[src/rtl/demux.sv]
// Registered 1-to-NUM_OUTPUT demultiplexer with valid/ready handshaking and one holding register per channel.
// Optional broadcast of a word to every channel is enabled by defining DEMUX_BROADCAST_EN.
module demux #(
  parameter  int NUM_OUTPUT = 4,
  parameter  int BIT_WIDTH  = 8,
  localparam int SEL_W      = (NUM_OUTPUT > 1) ? $clog2(NUM_OUTPUT) : 1
) (
  input  logic                            clk,
  input  logic                            rst_n,
  input  logic                            in_valid,
  output logic                            in_ready,
  input  logic [BIT_WIDTH-1:0]            in_data,
  input  logic [SEL_W-1:0]                select,
  input  logic                            auto_mode,
  input  logic                            ptr_clear,
`ifdef DEMUX_BROADCAST_EN
  input  logic                            in_broadcast,
`endif
  output logic [NUM_OUTPUT-1:0]           out_valid,
  input  logic [NUM_OUTPUT-1:0]           out_ready,
  output logic [NUM_OUTPUT*BIT_WIDTH-1:0] out_data,
  output logic [SEL_W-1:0]                auto_ptr,
  output logic                            drop_pulse
);

  logic [SEL_W-1:0]      auto_ptr_q, auto_ptr_d;
  logic [SEL_W-1:0]      dst;
  logic [NUM_OUTPUT-1:0] out_valid_q, out_valid_d;
  logic [NUM_OUTPUT-1:0] can_load;
  logic [NUM_OUTPUT-1:0] dst_hit;
  logic [NUM_OUTPUT-1:0] load;
  logic                  drop_q, drop_d;
  logic                  bcast;
  logic                  accept;

`ifdef DEMUX_BROADCAST_EN
  assign bcast = in_broadcast;
`else
  assign bcast = 1'b0;
`endif

  assign dst = auto_mode ? auto_ptr_q : select;

  // An out-of-range select matches no channel, so dst_hit is all-zero for it.
  genvar gi;
  generate
    for (gi = 0; gi < NUM_OUTPUT; gi++) begin : g_chan
      logic [BIT_WIDTH-1:0] data_q;

      assign can_load[gi]    = ~out_valid_q[gi] | out_ready[gi];
      assign dst_hit[gi]     = (dst == SEL_W'(gi));
      assign load[gi]        = accept & (bcast | dst_hit[gi]);
      assign out_valid_d[gi] = load[gi] | (out_valid_q[gi] & ~out_ready[gi]);

      always_ff @(posedge clk or negedge rst_n) begin
        if (!rst_n) begin
          data_q <= '0;
        end else if (load[gi]) begin
          data_q <= in_data;
        end
      end

      assign out_data[gi*BIT_WIDTH +: BIT_WIDTH] = data_q;
    end
  endgenerate

  always_comb begin
    in_ready   = 1'b1;
    accept     = 1'b0;
    drop_d     = 1'b0;
    auto_ptr_d = auto_ptr_q;

    if (bcast) begin
      in_ready = &can_load;
    end else if (|dst_hit) begin
      in_ready = |(dst_hit & can_load);
    end

    accept = in_valid & in_ready;
    drop_d = accept & ~bcast & ~(|dst_hit);

    // Clear wins over advance; the word in the clear cycle already used the old pointer.
    if (ptr_clear) begin
      auto_ptr_d = '0;
    end else if (accept & auto_mode & ~bcast) begin
      if (auto_ptr_q == SEL_W'(NUM_OUTPUT - 1)) begin
        auto_ptr_d = '0;
      end else begin
        auto_ptr_d = auto_ptr_q + SEL_W'(1);
      end
    end
  end

  always_ff @(posedge clk or negedge rst_n) begin
    if (!rst_n) begin
      out_valid_q <= '0;
      auto_ptr_q  <= '0;
      drop_q      <= 1'b0;
    end else begin
      out_valid_q <= out_valid_d;
      auto_ptr_q  <= auto_ptr_d;
      drop_q      <= drop_d;
    end
  end

  assign out_valid  = out_valid_q;
  assign auto_ptr   = auto_ptr_q;
  assign drop_pulse = drop_q;

endmodule

[config.mk]
export PLATFORM = sky130hd
export DESIGN_NAME = demux
export DESIGN_NICKNAME = d
export VERILOG_FILES = /design/src/rtl/demux.sv
export SDC_FILE = /design/constraint.sdc
export NUM_CORES = 1
export LEC_CHECK = 0
export ABC_AREA = 1
export BUFFER_PORTS_ARGS = -buffer_cell sky130_fd_sc_hd__buf_2
export CAP_MARGIN = 40
export CELL_PAD_IN_SITES_DETAIL_PLACEMENT = 0
export CELL_PAD_IN_SITES_GLOBAL_PLACEMENT = 2
export CORE_MARGIN = 2
export CORE_UTILIZATION = 31
export DETAILED_ROUTE_END_ITERATION = 8
export PLACE_DENSITY_LB_ADDON = 0.12
export SLEW_MARGIN = 20
export SYNTH_ARGS = -nofsm -noshare
export SYNTH_HDL_FRONTEND = slang
export SYNTH_SLANG_ARGS = --single-unit
[constraint.sdc]
create_clock -name clk -period 3.1 [get_ports clk]
set_input_delay 0.465 -clock clk [delete_from_list [all_inputs] [get_ports clk]]
set_output_delay 0.465 -clock clk [all_outputs]
set_load 0.02 [all_outputs]
Yosys cells after proc, flatten, opt, wreduce, memory -nomap -nowiden
Index checks and enable logic that the tools add are counted.

word-level totals
  logic and storage cells = 50
  register bits = 39
  output and inout port bits = 40
  bits of input ports = 19

operators by class
  eq/ne operators = 4
  bitwise gates (word level) = 29
  multiplexer cells = 5
  $add $sub $neg = 1
  reduce and logical (&&, ||, !) cells = 4

operators by type and width
  kind                   number
  $and A1 B1 Y1          11
  $not A1 Y1             9
  $mux W2                4
  $or A1 B1 Y1           8
  $reduce_or A4 Y1       2
  $eq A2 B2 Y1 const B   3
  $and A4 B4 Y4          1
  $add A2 B1 Y2 const B  1
  $eq A2 B1 Y1 const B   1
  $logic_not A2 Y1       1
  $reduce_bool A2 Y1     1
  $mux W1                1

Logic depth before layout (Yosys ltp)
  depth after elaboration = 9
  mapped depth = 12
  gate-level depth less buffers = 10

Worst setup path after synthesis
OpenSTA, ideal clock, no wires.

  kind = in2reg
  from = input auto_mode
  to = register g_chan[0].data_q[6]
  stages on the path = 12
  setup time = 0.120 ns
  slack = 1.523 ns
  data required time = 2.980 ns
  buffers on the path = 2
  arrival time = 1.457 ns
  cells stage by stage = buf_6 -> inv_6 -> nand2_1 -> nand2_2 -> nand3_1 -> nand2_1 -> inv_2 -> nand2_8 -> nand3_4 -> buf_6 -> nand2_2 -> o21ai_2

between the ends
  longest elaborated chain between the ends = 7
  elaborated cells on any way between the ends = 11
  classes of those cells = eq/ne: 3; mux: 2; bitwise: 3; reduce/logical: 3

ends and longest elaborated chain
  element                               RTL line  RTL
  from (decl)                           14        input logic auto_mode,
  $mux W2 *                             42        assign dst = auto_mode ? auto_ptr_q : select;
  $eq A2 B1 Y1 (tied with other cells)  51        assign dst_hit[gi] = (dst == SEL_W'(gi));
  $and A4 B4 Y4                         76        in_ready = |(dst_hit & can_load);
  $reduce_or A4 Y1                      76
  $mux W1 *                             75        end else if (|dst_hit) begin
  via in_ready                          11        output logic in_ready,
  $and A1 B1 Y1 *                       79        accept = in_valid & in_ready;
  $and A1 B1 Y1 *                       52        assign load[gi] = accept & (bcast | dst_hit[gi]);
  to (signal assigned)                  59        data_q <= in_data;
  to (decl)                             48        logic [BIT_WIDTH-1:0] data_q;

The timed path passes the listed nets; every way through them passes the cells marked *.
A chain may end at the register's enable or synchronous reset.

Worst setup path after layout
  from = register auto_ptr_q[0], in the netlist auto_ptr[0]
  to = output in_ready

between the ends
  longest elaborated chain between the ends = 5
  elaborated cells on any way between the ends = 9
  classes of those cells = eq/ne: 3; mux: 2; bitwise: 1; reduce/logical: 3

ends and longest elaborated chain
  element                               RTL line  RTL
  from (decl)                           26        logic [SEL_W-1:0] auto_ptr_q, auto_ptr_d;
  from (signal assigned)                101       auto_ptr_q <= auto_ptr_d;
  $mux W2 *                             42
  $eq A2 B1 Y1 (tied with other cells)  51
  $and A4 B4 Y4                         76
  $reduce_or A4 Y1                      76
  $mux W1 *                             75
  to (decl)                             11

Every way passes the cells marked *; elsewhere a longest branch is shown, timed or not.

==> impl_metrics.env <==
export IMPL_cts_buffers=5
export IMPL_grt_pass1_vias=1323
export IMPL_clk_pin_slew_ns=0.08
export IMPL_use_met3=0.04773
export IMPL_synth_cells=175
export IMPL_ys_types=16
export IMPL_grt_busiest_layer="met2"
export IMPL_clk_latency_ns=0.29
export IMPL_skew_ns=0.01119
export IMPL_grt_util_met2=0.2256
export IMPL_grtUsageMet1=0.1564
export IMPL_finalSetupTns_ns=0
export IMPL_syn_num_nets=194
export IMPL_grt_usage=0.1341
export IMPL_power_frac_clock=0.196
export IMPL_holdCritPathClass="in -> async"
export IMPL_cts_path_max_buffers=2
export IMPL_fp_dieW_microns=78.96
export IMPL_fin_crit_sh=0.6351
export IMPL_r2r_end="g_chan[1].data_q[0]"
export IMPL_gr_total_overflow=0
export IMPL_place_congestion=0.8223
export IMPL_ant_nets=0
export IMPL_netlist_area_sq_mm=0.001742
export IMPL_p_sw_uw=642.1
export IMPL_grt_max_degree=27
export IMPL_power_density_mw_per_mm2=761.4
export IMPL_p_leak_uw=0.001191
export IMPL_setup_viol=0
export IMPL_pwr_share_seq=0.443
export IMPL_tritoncts="yes"
export IMPL_cp_arrival_ns=1.50
export IMPL_coreArea_sq_mm=0.005473
export IMPL_place_inst=301
export IMPL_critPathKind="reg -> out"
export IMPL_pwr_share_comb=0.361
export IMPL_ys_seq_area_frac=0.5603
export IMPL_maxCapViolCount=0
export IMPL_dp_hpwl_mm=3.039
export IMPL_ys_ff_latch=39
export IMPL_drc_errors=0
export IMPL_final_cells=309
export IMPL_r2r_start="auto_ptr[0]"
export IMPL_cts_sinks=39
export IMPL_rsz0062_at_grt="false"
export IMPL_avgSynthCellArea_sq_um=9.952
export IMPL_dieArea_sq_mm=0.006234
export IMPL_status="finished clean"
export IMPL_drive_above_1_share=0.4219
export IMPL_fp_dieH_microns=78.96
export IMPL_num_rows=27
export IMPL_critPathRequiredTime_ns=2.63
export IMPL_period_minus_slack_ns=1.969
export IMPL_rrSetupSlack_ns=1.50
export IMPL_post_cts_buffers=0
export IMPL_htree_levels=2
export IMPL_area_growth_pct=24.57
export IMPL_portBuffers=58
export IMPL_endpoint="in_ready"
export IMPL_drt_iter0_drc=52
export IMPL_power_uw=1652
export IMPL_antenna_found_initial=0
export IMPL_wl_mm=3.949
export IMPL_viasPerCell=4.395
export IMPL_reg2reg_depth=10
export IMPL_p_int_uw=1010
export IMPL_critPathLaunch="auto_ptr[0]"
export IMPL_irDropWorstVdd_mv=0.3392
export IMPL_drt_first_pass_iters=4
export IMPL_grt_pass1_wl_mm=6.375
export IMPL_sw_frac_of_total=0.3887
export IMPL_startpoint_type="flop"
export IMPL_ios=59
export IMPL_cts_hold_buf=0
export IMPL_initial_core_util=0.3182
export IMPL_yosysWarnings=0
export IMPL_cp_end_kind="primary output"
export IMPL_report_final_slew_viol_count=0
export IMPL_vias=1358
export IMPL_max_clock_freq_ghz=0.5079
export IMPL_avgRoutedWirePerCell_microns=12.78
export IMPL_hold_viol_final=0
export IMPL_finalNetCount=255
export IMPL_worstPathMaxFanout=6
export IMPL_ctsResizeCount=0
export IMPL_antenna_cells=0
export IMPL_root_buffer="clkbuf_8"
## power by group through the flow
stage | Combinational, uW | Clock [uW] | Sequential [uW]
final | 596 | 324 | 732
after global routing | 653 | 355 | 755
after CTS | 607 | 336 | 734
after detailed placement | 608 | 0 | 740
after global placement | 595 | 0 | 735
after floorplan | 213 | 0 | 913
## routing by layer
layer  part of all wire  wire (microns)
met1               0.41            1615
met2               0.49            1942
met3              0.076             302
met4              0.022              88
met5                  0               0
## layout by cell type, fill, tap and decap left out, types with 2 or more instances in the layout
master	netlist	routed
clkinv_2	0	3
nor2_1	6	6
nand2_1	47	47
buf_2	0	58
inv_2	2	2
nand3_4	4	4
o21ai_1	16	16
nand3_1	7	7
nand4_1	2	2
nand2_2	9	9
o21ai_2	16	16
inv_1	18	18
clkbuf_8	0	5
dfrtp_1	39	39
## worst min-delay path by stage
stage,from,end,slack (ns),depth (start not counted)
final,rst_n,g_chan[0].data_q[6],0.06,1
after global routing,rst_n,g_chan[0].data_q[6],0.07,1
after CTS,rst_n,g_chan[0].data_q[6],0.06,1
after detailed placement,rst_n,g_chan[0].data_q[6],0.38,1
after global placement,g_chan[1].data_q[6],g_chan[1].data_q[6],0.46,2
after floorplan,rst_n,auto_ptr[0],0.17,0
## area by class of cell
type / instances / area (sq um)
fillers: 596 / 3303
flip-flops and latches: 39 / 975.9
multi-input cells: 110 / 625.6
repair buffers: 59 / 310.3
well taps: 72 / 90.09
inverters: 21 / 83.83
clock buffers: 5 / 68.82
clock inverters: 3 / 15.01
## worst max-delay path, cell delays in order, from the launching register on
cell     delay (ns)
dfrtp_1        0.44
inv_1          0.10
nand2_1        0.06
nand2_2        0.09
nand3_1        0.08
nand2_1        0.10
inv_2          0.07
nand2_8        0.10
buf_2          0.17
## stage by stage
step                      utilization  cell area (sq um)  hold WS [ns]  setup slack, ns
after CTS                      0.3964               2170       0.06300            1.110
after global routing           0.3964               2170       0.06855            1.006
final                          0.3964               2170       0.05712            1.131
after floorplan                     -               1742        0.1694            1.523
after global placement         0.3775               2066        0.4637            1.284
after detailed placement       0.3811               2086        0.3830            1.239
## registers in the layout, indices dropped and copies added, names as in the netlist
signal,cells
g_chan.data_q,32
auto_ptr,2
drop_pulse,1
out_valid,4
## cell usage after synthesis (all sizes together)
library cell | n | share of area
nand3 | 11 | 0.060
nand2 | 57 | 0.15
conb | 1 | 0.0022
inv | 21 | 0.048
o21ai | 32 | 0.13
buf | 5 | 0.032
xor2 | 1 | 0.0050
nor2 | 6 | 0.013
dfrtp | 39 | 0.56
nand4 | 2 | 0.0072
## cells by family (layout without fill, tap and decap cells)
group                  after synthesis  count (layout)  synth area share
AND/OR/NAND/NOR                     76              76            0.2256
flip-flops                          39              39            0.5603
AO/OA/AOI/OAI                       32              32            0.1264
buffers and inverters               26              88           0.08046
other                                1               1          0.002153
XOR/XNOR                             1               1          0.005030
(Power assumes the default switching activity.)
